--- src/rtl/time_pkg.sv ---
// Shared constants for the clock display mode/edit path.
// Packing: {h10, h[3:0], m10[2:0], m[3:0], s10[2:0], s[3:0]}.
package time_pkg;

    localparam int TW = 19;

    typedef enum logic [1:0] {
        MODE_PRESENT = 2'b00,
        MODE_TSET    = 2'b01,
        MODE_ASET    = 2'b10
    } mode_e;

    localparam logic [2:0] SEL_S   = 3'd0;
    localparam logic [2:0] SEL_S10 = 3'd1;
    localparam logic [2:0] SEL_M   = 3'd2;
    localparam logic [2:0] SEL_M10 = 3'd3;
    localparam logic [2:0] SEL_H   = 3'd4;
    localparam logic [2:0] SEL_H10 = 3'd5;

    localparam int S_LSB   = 0;
    localparam int S10_LSB = 4;
    localparam int M_LSB   = 7;
    localparam int M10_LSB = 11;
    localparam int H_LSB   = 14;
    localparam int H10_LSB = 18;

    localparam logic [3:0] MAX_S    = 4'd9;
    localparam logic [2:0] MAX_S10  = 3'd5;
    localparam logic [3:0] MAX_M    = 4'd9;
    localparam logic [2:0] MAX_M10  = 3'd5;
    localparam logic [3:0] MAX_H_12 = 4'd2;
    localparam logic [3:0] MAX_H_09 = 4'd9;
    localparam logic       MAX_H10  = 1'b1;

    function automatic logic [2:0] sel_next(input logic [2:0] s);
        return (s >= SEL_H10) ? SEL_S : s + 3'd1;
    endfunction

endpackage

--- src/rtl/time_field_inc.sv ---
// Increments one BCD field of a packed time value with per-field wrap.
module time_field_inc
    import time_pkg::*;
(
    input  logic [TW-1:0] val_i,
    input  logic [2:0]    sel_i,
    output logic [TW-1:0] val_o
);

    logic [3:0] s, m, h, h_max;
    logic [2:0] s10, m10;
    logic       h10;

    assign s   = val_i[S_LSB +: 4];
    assign s10 = val_i[S10_LSB +: 3];
    assign m   = val_i[M_LSB +: 4];
    assign m10 = val_i[M10_LSB +: 3];
    assign h   = val_i[H_LSB +: 4];
    assign h10 = val_i[H10_LSB];

    // Hour units range depends on the tens digit (00-12 clock)
    assign h_max = h10 ? MAX_H_12 : MAX_H_09;

    always_comb begin
        val_o = val_i;
        case (sel_i)
            SEL_S:   val_o[S_LSB +: 4]   = (s >= MAX_S) ? 4'd0 : s + 4'd1;
            SEL_S10: val_o[S10_LSB +: 3] = (s10 >= MAX_S10) ? 3'd0 : s10 + 3'd1;
            SEL_M:   val_o[M_LSB +: 4]   = (m >= MAX_M) ? 4'd0 : m + 4'd1;
            SEL_M10: val_o[M10_LSB +: 3] = (m10 >= MAX_M10) ? 3'd0 : m10 + 3'd1;
            SEL_H:   val_o[H_LSB +: 4]   = (h >= h_max) ? 4'd0 : h + 4'd1;
            SEL_H10: begin
                val_o[H10_LSB] = (h10 == MAX_H10) ? 1'b0 : 1'b1;
                if (!h10 && h > MAX_H_12)
                    val_o[H_LSB +: 4] = MAX_H_12;
            end
            default: val_o = val_i;
        endcase
    end

endmodule

--- src/rtl/time_ctrl.sv ---
// Mode/edit sequencer: mode FSM, digit select, set registers,
// blink generator, timekeeper load pulse and alarm match.
module time_ctrl
    import time_pkg::*;
#(
    parameter int BLINK_HALF = 12_500_000
) (
    input  logic          clk,
    input  logic          rst_n,
    input  logic          btn_mode,
    input  logic          btn_sel,
    input  logic          btn_up,
    input  logic          sec_tick,
    input  logic [TW-1:0] present_time,
    output logic [1:0]    state,
    output logic [2:0]    s_state,
    output logic [2:0]    s_state2,
    output logic [TW-1:0] timeset,
    output logic [TW-1:0] al_time,
    output logic          time_load,
    output logic          blink,
    output logic          alarm_on
);

    localparam int CW = (BLINK_HALF > 1) ? $clog2(BLINK_HALF) : 1;
    localparam logic [CW-1:0] CNT_MAX = CW'(BLINK_HALF - 1);

    mode_e          state_q, state_d;
    logic [2:0]     sel_t_q, sel_t_d, sel_a_q, sel_a_d;
    logic [TW-1:0]  ts_q, ts_d, al_q, al_d;
    logic           load_q, load_d, blink_q, blink_d, alarm_q, alarm_d;
    logic [CW-1:0]  cnt_q, cnt_d;
    logic           enter_tset, enter_aset, in_tset, in_aset;
    logic           sel_p, up_p, accept;
    logic [TW-1:0]  inc_in, inc_out;
    logic [2:0]     inc_sel;

    always_ff @(posedge clk or negedge rst_n) begin
        if (!rst_n) state_q <= MODE_PRESENT;
        else        state_q <= state_d;
    end

    always_comb begin
        state_d = state_q;
        case (state_q)
            MODE_PRESENT: if (btn_mode) state_d = MODE_TSET;
            MODE_TSET:    if (btn_mode) state_d = MODE_ASET;
            MODE_ASET:    if (btn_mode) state_d = MODE_PRESENT;
            default:      state_d = MODE_PRESENT;
        endcase
    end

    always_comb begin
        in_tset    = (state_q == MODE_TSET);
        in_aset    = (state_q == MODE_ASET);
        enter_tset = !in_tset && (state_d == MODE_TSET);
        enter_aset = !in_aset && (state_d == MODE_ASET);
        load_d     = in_tset && (state_d == MODE_ASET);
    end

    // One action per cycle: mode beats sel beats up
    assign sel_p  = btn_sel & ~btn_mode;
    assign up_p   = btn_up & ~btn_mode & ~btn_sel;
    assign accept = (in_tset | in_aset) & (sel_p | up_p);

    assign inc_in  = in_aset ? al_q : ts_q;
    assign inc_sel = in_aset ? sel_a_q : sel_t_q;

    time_field_inc u_inc (
        .val_i (inc_in),
        .sel_i (inc_sel),
        .val_o (inc_out)
    );

    always_comb begin
        ts_d    = ts_q;
        al_d    = al_q;
        sel_t_d = sel_t_q;
        sel_a_d = sel_a_q;
        if (enter_tset) begin
            ts_d    = present_time;
            sel_t_d = SEL_S;
        end
        if (enter_aset) sel_a_d = SEL_S;
        if (in_tset && sel_p) sel_t_d = sel_next(sel_t_q);
        if (in_aset && sel_p) sel_a_d = sel_next(sel_a_q);
        if (in_tset && up_p)  ts_d = inc_out;
        if (in_aset && up_p)  al_d = inc_out;
    end

    always_comb begin
        blink_d = blink_q;
        cnt_d   = cnt_q + CW'(1);
        if (accept) begin
            blink_d = 1'b1;
            cnt_d   = '0;
        end else if (cnt_q == CNT_MAX) begin
            blink_d = ~blink_q;
            cnt_d   = '0;
        end
    end

    always_comb begin
        alarm_d = alarm_q;
        if (btn_mode | btn_sel | btn_up)
            alarm_d = 1'b0;
        else if (sec_tick && state_q == MODE_PRESENT && present_time == al_q)
            alarm_d = 1'b1;
    end

    always_ff @(posedge clk or negedge rst_n) begin
        if (!rst_n) begin
            sel_t_q <= SEL_S;
            sel_a_q <= SEL_S;
            ts_q    <= '0;
            al_q    <= '0;
            load_q  <= 1'b0;
            blink_q <= 1'b0;
            cnt_q   <= '0;
            alarm_q <= 1'b0;
        end else begin
            sel_t_q <= sel_t_d;
            sel_a_q <= sel_a_d;
            ts_q    <= ts_d;
            al_q    <= al_d;
            load_q  <= load_d;
            blink_q <= blink_d;
            cnt_q   <= cnt_d;
            alarm_q <= alarm_d;
        end
    end

    assign state     = state_q;
    assign s_state   = sel_t_q;
    assign s_state2  = sel_a_q;
    assign timeset   = ts_q;
    assign al_time   = al_q;
    assign time_load = load_q;
    assign blink     = blink_q;
    assign alarm_on  = alarm_q;

endmodule

--- config.mk ---
export PLATFORM = sky130hd
export DESIGN_NAME = time_ctrl
export DESIGN_NICKNAME = d
export VERILOG_FILES = /design/src/rtl/time_pkg.sv /design/src/rtl/time_field_inc.sv /design/src/rtl/time_ctrl.sv
export SDC_FILE = /design/constraint.sdc
export NUM_CORES = 1
export LEC_CHECK = 0
export CORE_MARGIN = 4
export CORE_UTILIZATION = 35
export DETAILED_ROUTE_END_ITERATION = 10
export GPL_ROUTABILITY_DRIVEN = 0
export GPL_TIMING_DRIVEN = 1
export PLACE_DENSITY = 0.66
export SLEW_MARGIN = 10
export SYNTH_ARGS = -nofsm -noshare
export SYNTH_HDL_FRONTEND = slang
export SYNTH_SLANG_ARGS = --single-unit
--- constraint.sdc ---
create_clock -name clk -period 8.3 [get_ports clk]
set_clock_uncertainty 0.05 [all_clocks]
set_input_delay 1.66 -clock clk [delete_from_list [all_inputs] [get_ports clk]]
set_output_delay 1.66 -clock clk [all_outputs]
set_load 0.01 [all_outputs]
==> impl_metrics.xml <==
<?xml version="1.0" encoding="UTF-8"?>
<metrics>
  <group name="logic_synthesis">
    <metric name="combinational_family_with_the_most_area_after_synthesis" unit="">simple AND/OR/NAND/NOR gates</metric>
    <metric name="yosys.area_share.simple" unit="">0.179</metric>
    <metric name="synth.mux.area_fraction" unit="">0.0601</metric>
    <metric name="synth_async_sr_flop_share" unit="">1.00</metric>
    <metric name="area_leader_netlist" unit="">dfrtp_1</metric>
    <metric name="synthesis.area" unit="um2">4710</metric>
    <metric name="ys_ff_latch" unit="">73</metric>
    <metric name="synth_cells" unit="">491</metric>
    <metric name="sequential_cell_area_fraction_in_the_yosys_report" unit="">0.388</metric>
    <metric name="synth_adder_area_share" unit="">0.0612</metric>
    <metric name="synth_cell_type_count" unit="">62</metric>
    <metric name="synth-main-ff-cell" unit="">dfrtp_1</metric>
    <metric name="number_of_flops_mapped_to_enable_cells_by_yosys" unit="">0</metric>
    <metric name="synth_compound_area_frac" unit="">0.178</metric>
    <metric name="average_instance_area_after_synthesis" unit="um2">9.58</metric>
    <metric name="yosys_warnings" unit="">0</metric>
    <metric name="post_synth_xor_area_fraction" unit="">0.0838</metric>
    <metric name="synth_top_area_share" unit="">0.388</metric>
    <metric name="netlist_top_cells_area" unit="">dfrtp_1 39%, ha_1 6.1%, xnor2_1 4.8%</metric>
    <metric name="synth_nets" unit="">539</metric>
  </group>
  <group name="clocking">
    <metric name="post_cts_buffers" unit="">0</metric>
    <metric name="cts.htree.levels" unit="">3</metric>
    <metric name="tritoncts" unit="">built</metric>
    <metric name="clock_path_buffers" unit="">2</metric>
    <metric name="clkTransAtPathRegs" unit="ns">0.06</metric>
    <metric name="hold_fix_buffers_cts" unit="">0</metric>
    <metric name="post_cts_resized" unit="">0</metric>
    <metric name="cts.sink_count" unit="">73</metric>
    <metric name="clock_tree.root_cell" unit="">clkbuf_16</metric>
    <metric name="cts_buffers" unit="">9</metric>
    <metric name="worstSkewPairLatency" unit="ns">0.34</metric>
  </group>
  <group name="global_route">
    <metric name="vias_in_the_first_global_route" unit="">3821</metric>
    <metric name="grtUsageTotal" unit="">0.157</metric>
    <metric name="grt_pass1_wl" unit="um">19000</metric>
    <metric name="pin_count_of_the_biggest_net_entering_global_routing" unit="">74</metric>
    <metric name="grt_overflow" unit="">0</metric>
    <metric name="grt_antenna_before_repair" unit="">0</metric>
  </group>
  <group name="worst_setup_path">
    <metric name="worstPathCellList" unit="">clkdlybuf4s50_1, o21bai_4, a2111oi_4, buf_4, or2b_2, o21ai_1, a21o_1</metric>
    <metric name="timing_worst_setup_path_type" unit="">in -&gt; reg</metric>
    <metric name="critPathSlowestCell" unit="">clkdlybuf4s50_1</metric>
    <metric name="critical_path_peak_fanout" unit="">39</metric>
    <metric name="worstSetupPathDepth" unit="">7</metric>
    <metric name="critPathLaunch" unit="">btn_mode</metric>
    <metric name="critPathCapture" unit="">s_state[2]$_DFFE_PN0P_</metric>
    <metric name="max_stage_delay" unit="ns">0.57</metric>
    <metric name="worstSetupStartpointType" unit="">input port</metric>
    <metric name="critical_path_buf_inv_count" unit="">2</metric>
    <metric name="reg2regPathDepth" unit="">11</metric>
    <metric name="source_of_the_worst_register_to_register_timing_path" unit="">state[0]$_DFF_PN0_</metric>
    <metric name="endpoint_kind" unit="">register</metric>
    <metric name="worstPathRequired" unit="ns">8.48</metric>
    <metric name="worst_ep_arrival_time" unit="ns">3.76</metric>
    <metric name="timing.critical_path.max_delay_family" unit="">buffers and inverters</metric>
    <metric name="ff2ff_setup_slack" unit="ns">5.05</metric>
    <metric name="timing.rr.end" unit="">al_time[15]$_DFFE_PN0P_</metric>
  </group>
  <group name="drt">
    <metric name="dr.pass1.iters" unit="">4</metric>
    <metric name="routed-via-count" unit="">3876</metric>
    <metric name="ant_nets" unit="">0</metric>
    <metric name="vias_per_cell" unit="">5.23</metric>
    <metric name="drtIter0Drc" unit="">282</metric>
    <metric name="remaining_drc_errors" unit="">0</metric>
    <metric name="drt_wl_total" unit="um">11700</metric>
    <metric name="wl_per_cell" unit="um">15.7</metric>
  </group>
  <group name="die">
    <metric name="die-height" unit="um">124</metric>
    <metric name="io_pins" unit="">74</metric>
    <metric name="num_rows" unit="">42</metric>
    <metric name="floorplan.die_area" unit="um2">15400</metric>
    <metric name="effective_utilization_at_floorplan" unit="">0.357</metric>
    <metric name="die_w" unit="um">124</metric>
    <metric name="fp.coreArea" unit="um2">13200</metric>
  </group>
  <group name="sta">
    <metric name="timing_worst_slew_pin_value" unit="ns">0.955</metric>
    <metric name="hold_violations" unit="">0</metric>
    <metric name="slew_viol_final" unit="">0</metric>
    <metric name="rsz0062_at_grt" unit="">false</metric>
    <metric name="totalNegativeSetupSlack" unit="ns">0</metric>
    <metric name="finalSetupViolations" unit="">0</metric>
    <metric name="hold_slack" unit="ns">0.445</metric>
    <metric name="post-route-period-util" unit="">0.431</metric>
    <metric name="worst_slew_margin_rel" unit="">0.363</metric>
    <metric name="maxClockFrequency" unit="MHz">279</metric>
    <metric name="crit_path_time_final" unit="ns">3.58</metric>
  </group>
  <group name="placed_design">
    <metric name="dp_hpwl" unit="um">8380</metric>
    <metric name="placed_cells" unit="">725</metric>
    <metric name="buffer_ports.inserted" unit="">73</metric>
  </group>
  <group name="min_path">
    <metric name="min_path_type" unit="">reg -&gt; reg</metric>
    <metric name="hold-path-cell-count" unit="">1</metric>
  </group>
  <group name="power">
    <metric name="fin_total_pwr" unit="W">0.00218</metric>
    <metric name="peakVddDrop" unit="uV">123</metric>
    <metric name="pwr_density_cell" unit="nW/um2">370</metric>
    <metric name="leakagePower" unit="nW">2.46</metric>
  </group>
  <group name="final_layout">
    <metric name="antenna-diode-count" unit="">0</metric>
    <metric name="finalNonFillerCells" unit="">741</metric>
    <metric name="synth_to_layout_area_growth" unit="%">25.2</metric>
    <metric name="final_core_util" unit="">0.447</metric>
    <metric name="drive_gt1_frac" unit="">0.0920</metric>
    <metric name="layout.nets" unit="">608</metric>
  </group>
  <group name="run_status">
    <metric name="status" unit="">finished, final reports clean</metric>
  </group>
  <group name="run">
    <metric name="max_cap_violations" unit="">0</metric>
  </group>
</metrics>
==> cells by family after synthesis <==
logic type	Yosys count
DFF	73
buffers and inverters	41
adders and majority gates	23
and+or+nand+nor	159
xor gates and xnor gates	45
AOI/OAI and AO/OA	123
muxes	27
==> per-stage QoR <==
stage          setup WS, ns  cell area, um2
3_5_place_dp           4.38            5540
5_1_grt                4.57            5890
3_3_place_gp           4.47            5540
4_1_cts                4.74            5890
6_report               4.72            5890
2_1_floorplan          5.20            4710
==> placed cells by master, fill, tap and decap left out, drive strengths merged, types with 16 or more instances in the layout <==
master          n
ha             23
o21ai          39
nor2           35
nand3          16
nand2          38
a211oi         18
inv            22
nor2b          19
clkdlybuf4s50  72
xor2           19
mux2i          17
xnor2          26
a21oi          30
dfrtp          73
==> sequential cells by signal (all words and copies together) (netlist names), 2 cells and up <==
register,flops
state,2
cnt_q,24
al_time,19
s_state2,3
timeset,19
s_state,3
==> routing by layer <==
layer / up-vias / GRT usage / share of wire
met2: 82 / 0.258 / 0.46
met5: - / 0 / 0
met1: 1894 / 0.207 / 0.48
met4: 0 / 0.0315 / 0.0039
met3: 5 / 0.0436 / 0.053
li1: 1895 / - / -
==> area by class of cell <==
cell class | count | area [um2]
clock buffer | 10 | 239
clock inverter | 6 | 114
fill | 1206 | 7300
inverter | 21 | 78.8
multi-input combinational | 377 | 2650
sequential | 73 | 1830
tap | 176 | 220
timing repair buffer | 78 | 763
==> cells in the mapped netlist, drive strengths merged, types with 2 or more instances <==
cell type  count
dfrtp         73
o21ai         39
nand2         38
nor2          35
a21oi         30
xnor2         26
ha            23
inv           21
nor2b         19
xor2          19
a211oi        18
mux2i         17
nand3         16
buf           14
nand4         11
mux2          10
nor3          10
and3           6
clkbuf         6
a22oi          4
a31oi          4
nor3b          4
nor4           4
o211ai         4
o21bai         4
nand2b         3
o21a           3
o22ai          3
a21o           2
and2b          2
and3b          2
o22a           2
o31ai          2
==> worst min path at each step <==
stage                        from                 end  slack [ns]
6_report       cnt_q[0]$_DFF_PN0_  cnt_q[0]$_DFF_PN0_        0.44
5_1_grt        cnt_q[0]$_DFF_PN0_  cnt_q[0]$_DFF_PN0_        0.46
4_1_cts        cnt_q[0]$_DFF_PN0_  cnt_q[0]$_DFF_PN0_        0.45
3_5_place_dp   cnt_q[0]$_DFF_PN0_  cnt_q[0]$_DFF_PN0_        0.44
3_3_place_gp   cnt_q[0]$_DFF_PN0_  cnt_q[0]$_DFF_PN0_        0.42
2_1_floorplan  cnt_q[0]$_DFF_PN0_  cnt_q[0]$_DFF_PN0_        0.40
==> power by group <==
group / switching (W) / leakage (nW) / internal [W]
Clock: 0.000156 / 0.165 / 0.000303
Sequential: 0.000151 / 0.955 / 0.000468
Combinational: 0.000578 / 1.34 / 0.000528
Total: 0.000885 / 2.46 / 0.00130
No activity file was read; power rests on OpenSTA's default activity.
